[src/rtl/counter_pkg.sv]
// Shared encodings and default sizing for the counter control stage.
package counter_pkg;

  typedef enum logic [1:0] {
    ST_STOP = 2'd0,
    ST_RUN  = 2'd1,
    ST_LOAD = 2'd2
  } state_e;

  localparam int unsigned SYNC_STAGES_DEF = 2;
  localparam int unsigned DB_CYCLES_DEF   = 1000;
  localparam int unsigned PRESCALE_W_DEF  = 14;
  localparam int unsigned DATA_W          = 8;
  localparam int unsigned DIV_W           = 3;

endpackage

[src/rtl/counter_debounce.sv]
// Button conditioner: synchroniser, stability counter, accepted level and a
// registered one-cycle pulse on each rising edge of the accepted level.
module counter_debounce
  import counter_pkg::*;
#(
  parameter int unsigned SYNC_STAGES = SYNC_STAGES_DEF,
  parameter int unsigned DB_CYCLES   = DB_CYCLES_DEF
) (
  input  logic clk,
  input  logic rst_n,
  input  logic raw,
  output logic rise
);

  localparam int unsigned CNT_W = (DB_CYCLES > 2) ? $clog2(DB_CYCLES) : 1;
  localparam logic [CNT_W-1:0] CNT_LAST = CNT_W'(DB_CYCLES - 1);

  logic [SYNC_STAGES-1:0] sync;
  logic                   synced;
  logic [CNT_W-1:0]       cnt;
  logic                   level;
  logic                   level_q;

  assign synced = sync[SYNC_STAGES-1];

  // Synchroniser chain for the asynchronous button input.
  always_ff @(posedge clk or negedge rst_n) begin
    if (!rst_n) begin
      sync <= '0;
    end else begin
      sync <= {sync[SYNC_STAGES-2:0], raw};
    end
  end

  // Accept a new level only after it has differed for DB_CYCLES consecutive cycles.
  always_ff @(posedge clk or negedge rst_n) begin
    if (!rst_n) begin
      cnt   <= '0;
      level <= 1'b0;
    end else if (synced != level) begin
      if (cnt == CNT_LAST) begin
        level <= synced;
        cnt   <= '0;
      end else begin
        cnt <= cnt + CNT_W'(1);
      end
    end else begin
      cnt <= '0;
    end
  end

  // Registered press pulse on the accepted level's rising edge.
  always_ff @(posedge clk or negedge rst_n) begin
    if (!rst_n) begin
      level_q <= 1'b0;
      rise    <= 1'b0;
    end else begin
      level_q <= level;
      rise    <= level & ~level_q;
    end
  end

endmodule

[src/rtl/counter_ctrl.sv]
// Control stage for the 8-bit loadable counter: conditions pad inputs and
// issues clean load / count_en strobes, preset data and output enable.
module counter_ctrl
  import counter_pkg::*;
#(
  parameter int unsigned SYNC_STAGES = SYNC_STAGES_DEF,
  parameter int unsigned DB_CYCLES   = DB_CYCLES_DEF,
  parameter int unsigned PRESCALE_W  = PRESCALE_W_DEF
) (
  input  logic              clk,
  input  logic              rst_n,
  input  logic              ena,
  input  logic              btn_load_raw,
  input  logic              btn_run_raw,
  input  logic [DATA_W-1:0] data_sw_raw,
  input  logic [DIV_W-1:0]  div_sel_raw,
  input  logic              oe_raw,
  output logic              load,
  output logic              count_en,
  output logic [DATA_W-1:0] data_out,
  output logic              oe,
  output logic              running
);

  logic load_press;
  logic run_press;

  logic [SYNC_STAGES-1:0][DATA_W-1:0] sw_sync;
  logic [SYNC_STAGES-1:0][DIV_W-1:0]  div_sync;
  logic [SYNC_STAGES-1:0]             oe_sync;
  logic [DATA_W-1:0]                  sw_s;
  logic [DIV_W-1:0]                   div_s;
  logic [DIV_W-1:0]                   div_q;
  logic                               div_change;

  state_e                  state;
  logic                    ret_run;
  logic [PRESCALE_W-1:0]   prescale;
  logic [PRESCALE_W-1:0]   prescale_term;

  counter_debounce #(.SYNC_STAGES(SYNC_STAGES), .DB_CYCLES(DB_CYCLES)) u_db_load (
    .clk   (clk),
    .rst_n (rst_n),
    .raw   (btn_load_raw),
    .rise  (load_press)
  );

  counter_debounce #(.SYNC_STAGES(SYNC_STAGES), .DB_CYCLES(DB_CYCLES)) u_db_run (
    .clk   (clk),
    .rst_n (rst_n),
    .raw   (btn_run_raw),
    .rise  (run_press)
  );

  // Synchronisers for the quasi-static switch inputs; oe is the last oe stage.
  always_ff @(posedge clk or negedge rst_n) begin
    if (!rst_n) begin
      sw_sync  <= '0;
      div_sync <= '0;
      oe_sync  <= '0;
    end else begin
      sw_sync  <= {sw_sync[SYNC_STAGES-2:0], data_sw_raw};
      div_sync <= {div_sync[SYNC_STAGES-2:0], div_sel_raw};
      oe_sync  <= {oe_sync[SYNC_STAGES-2:0], oe_raw};
    end
  end

  assign sw_s       = sw_sync[SYNC_STAGES-1];
  assign div_s      = div_sync[SYNC_STAGES-1];
  assign oe         = oe_sync[SYNC_STAGES-1];
  assign div_change = (div_s != div_q);

  // Terminal count 4^div_sel - 1, saturating at the full prescaler range.
  always_comb begin
    prescale_term = '1;
    if ((32'(div_s) << 1) < PRESCALE_W) begin
      prescale_term = PRESCALE_W'((32'd1 << (32'(div_s) << 1)) - 32'd1);
    end
  end

  // Run/stop/load FSM with prescaler and registered strobes.
  // LOAD always exits after one cycle, even with ena low, so load stays a single pulse.
  always_ff @(posedge clk or negedge rst_n) begin
    if (!rst_n) begin
      state    <= ST_STOP;
      ret_run  <= 1'b0;
      prescale <= '0;
      div_q    <= '0;
      load     <= 1'b0;
      count_en <= 1'b0;
      data_out <= '0;
      running  <= 1'b0;
    end else begin
      load     <= 1'b0;
      count_en <= 1'b0;
      div_q    <= div_s;
      case (state)
        ST_LOAD: begin
          state    <= ret_run ? ST_RUN : ST_STOP;
          running  <= ret_run;
          prescale <= '0;
        end
        default: begin
          if (ena && load_press) begin
            ret_run  <= (state == ST_RUN);
            state    <= ST_LOAD;
            running  <= 1'b0;
            load     <= 1'b1;
            data_out <= sw_s;
            prescale <= '0;
          end else if (ena && run_press) begin
            state    <= (state == ST_RUN) ? ST_STOP : ST_RUN;
            running  <= (state != ST_RUN);
            prescale <= '0;
          end else if (div_change) begin
            prescale <= '0;
          end else if (ena && state == ST_RUN) begin
            if (prescale == prescale_term) begin
              prescale <= '0;
              count_en <= 1'b1;
            end else begin
              prescale <= prescale + PRESCALE_W'(1);
            end
          end
        end
      endcase
    end
  end

endmodule

[config.mk]
export PLATFORM = sky130hd
export DESIGN_NAME = counter_ctrl
export DESIGN_NICKNAME = d
export VERILOG_FILES = /design/src/rtl/counter_pkg.sv /design/src/rtl/counter_debounce.sv /design/src/rtl/counter_ctrl.sv
export SDC_FILE = /design/constraint.sdc
export NUM_CORES = 1
export LEC_CHECK = 0
export ABC_AREA = 1
export CORE_UTILIZATION = 45
export DETAILED_ROUTE_END_ITERATION = 10
export GPL_TIMING_DRIVEN = 0
export HOLD_SLACK_MARGIN = 0.12
export PLACE_DENSITY = 0.72
export SYNTH_ARGS = -nofsm -noshare
export SYNTH_HDL_FRONTEND = slang
export SYNTH_SLANG_ARGS = --single-unit
[constraint.sdc]
create_clock -name clk -period 5.78 [get_ports clk]
set_input_delay 1.156 -clock clk [delete_from_list [all_inputs] [get_ports clk]]
set_output_delay 1.156 -clock clk [all_outputs]
set_load 0.03 [all_outputs]
==> results.tsv <==
stage	metric	value	unit
sta	grt_setup_unrepaired	false	
route	wl_per_cell	12.4	um
run_status	status	finished, violations left	
cells_and_area	post-route-util	54.0	%
setup_path	cpMostUsedCell	nand2_1	
clocking	numCtsBuffers	9	
logic_synthesis	yosys_warnings	0	
grt	grt_overflow	0	
route	wl	7.34	mm
setup_path	end_kind	register	
floorplanning	io_pins	29	
logic_synthesis	synth_edf_count	0	
clocking	htree_levels	3	
logic_synthesis	synth-async-reset-ratio	100	%
sta	worst_pin_slew	0.445	ns
route	drtIter0Drc	101	
logic_synthesis	synth-seq-area-share	55.6	%
route	drt-pass1-iter-count	7	
floorplanning	start_util	46.2	%
setup_path	worstSetupStartpointType	primary input	
logic_synthesis	synthCells	443	
power_and_ir_drop	peakVddDrop	134	uV
cells_and_area	n_antenna_cell	0	
logic_synthesis	synthDistinctLibCells	28	
setup_path	setup.worst_path.class	primary input to register	
sta	setup_tns	0	ns
logic_synthesis	synth_fp_nets	464	
sta	slew_viol_final	0	
route	ant_nets	0	
grt	grt_pass1_wl	12.8	mm
power_and_ir_drop	p_leak	2.14	nW
floorplanning	fp.dieArea	0.00877	mm2
grt	grt_max_degree	66	
cells_and_area	drive_above_1_share	6.76	%
placement	dp_hpwl	5.17	mm
clocking	cts-root-buf	clkbuf_8	
run_status	violations	DRC	
floorplanning	die_h	93.6	um
cells_and_area	nNetsFinal	504	
grt	antenna_found_initial	0	
clocking	clkTransAtPathRegs	0.09	ns
setup_path	crit_chain	clkdlybuf4s50_1 -> nand2_1 -> nand2_1 -> nor2_1 -> nand4_2 -> inv_1 -> nand3_1 -> nand2_1	
floorplanning	rows	33	
route	vias	2914	
clocking	cts_resized	0	
clocking	postCtsHoldBufs	0	
flow_run	max_cap_viol_count	0	
sta	slew_headroom	70.1	%
sta	finClkSkew	0.00987	ns
cells_and_area	areaGrowthSynthToFinish	16.9	%
min_path	hp-class	register to register	
sta	clock.fmax	376	MHz
setup_path	crit_slowest_cell	clkdlybuf4s50_1	
sta	hold_viol_final	0	
setup_path	critPathMaxFanout	9	
sta	min_period	2.66	ns
sta	fin_ws	3.12	ns
route	drc_errors	2	
floorplanning	fp.coreArea	0.00818	mm2
placement	gp_congestion	0.926	
grt	grt_pass1_vias	2818	
power_and_ir_drop	total_power	1.11	mW
logic_synthesis	syn-cell-area	0.00378	mm2
logic_synthesis	ys_ff_latch	84	
clocking	cts_tree	done	
logic_synthesis	syn_area_per_cell	8.53	um2
logic_synthesis	synthFlopType	dfrtp_1	
setup_path	required	6.07	ns
grt	grtUsageTotal	18.9	%
placement	io_buffers	28	
clocking	clk_path_buf_depth	2	
route	vias_per_cell	4.91	
sta	period_share	46.0	%
setup_path	cp.arrival	2.95	ns
power_and_ir_drop	power_density	251	mW/mm2
placement	post-place-ws	2.81	ns
sta	setup_viol	0	
clocking	post_cts_buffers	0	
clocking	numClockSinks	84	
floorplanning	die_w	93.6	um
clocking	clkLatencyLatePin	0.34	ns
setup_path	critical_path.max_stage_delay	0.50	ns
per-layer routing:
layer | wire, um | track usage, %
met1 | 3390 | 23.8
met4 | 99 | 7.69
met2 | 3650 | 31.7
met3 | 201 | 3.66
met5 | 0 | 0
state kept, by name, indices dropped and copies added, names as in the netlist:
signal	flops
count_en	1
data_out	8
div_q	3
div_s	3
div_sync	3
load	1
oe_sync	2
prescale	14
ret_run	1
state	2
sw_s	8
sw_sync	8
u_db_load.cnt	10
u_db_load.level	1
u_db_load.level_q	1
u_db_load.rise	1
u_db_load.sync	2
u_db_run.cnt	10
u_db_run.level	1
u_db_run.level_q	1
u_db_run.rise	1
u_db_run.sync	2
area by class of cell:
cell class	count	area, um2
Tap cell	105	131
Multi-Input combinational cell	305	1450
Clock buffer	12	145
Sequential cell	84	2100
Fill cell	737	3760
Inverter	48	180
Clock inverter	4	56.3
Timing Repair Buffer	29	305
Buffer	6	50.0
where the power goes:
part / internal (mW) / switching (mW) / leakage, nW
combinational: 0.0283 / 0.0461 / 0.954
sequential: 0.602 / 0.00717 / 1.09
clock: 0.215 / 0.209 / 0.101
worst max-delay path: cells and delay by family:
family | cells | cell delay, ns
buffers and inverters | 2 | 0.85
AND/OR/NAND/NOR | 6 | 0.93
logic make-up after synthesis:
family | Yosys count | synth area share, %
simple gates | 261 | 29.6
xor+xnor | 18 | 4.17
fa+ha+maj | 4 | 1.32
flops | 84 | 55.6
compound gates | 22 | 3.15
buf+inv | 54 | 6.09
metrics by stage:
stage	instances	hold slack (ns)	cell area, um2
4_1_cts	593	0.353	4420
5_1_grt	593	0.350	4420
2_1_floorplan	443	0.331	3780
6_report	593	0.352	4420
3_3_place_gp	576	0.333	4190
3_5_place_dp	577	0.336	4220
synth_stat cells, types with 2 or more instances:
master	instances	area [um2]
nand2_1	143	537
dfrtp_1	84	2100
nor2_1	47	176
inv_1	46	173
nand3_1	35	175
xor2_1	17	149
nor3_1	14	70.1
a21oi_1	11	55.1
nand4_1	9	56.3
o21ai_0	8	40.0
ha_1	4	50.1
nor2_2	4	25.0
buf_6	3	33.8
nand2_2	3	18.8
nor3b_1	2	15.0
cell usage in the layout, fill, tap and decap left out, drive strengths merged, types with 2 or more instances in the layout:
cell,count
nor3,14
nand4,10
nand3,37
buf,7
nand2,146
nor3b,2
nor2,51
o21ai,8
a21oi,12
clkbuf,13
xor2,17
clkdlybuf4s50,27
ha,4
inv,48
dfrtp,84
clkinv,3
path summary, 6_finish.rpt:
| path | from | end | slack [ns] | cells past startpoint |
|---|---|---|---|---|
| setup / recovery | ena | prescale[13] | 3.12 | 8 |
| hold / removal | sw_sync[7] | sw_s[7] | 0.35 | 0 |
| setup reg to reg | div_s[1] | prescale[11] | 3.38 | 14 |
| hold reg to reg | sw_sync[7] | sw_s[7] | 0.35 | 0 |
| max in group asynchronous | rst_n | prescale[3] | 4.51 | 2 |
| min in group asynchronous | rst_n | prescale[13] | 0.69 | 1 |
(Power assumes the default switching activity.)
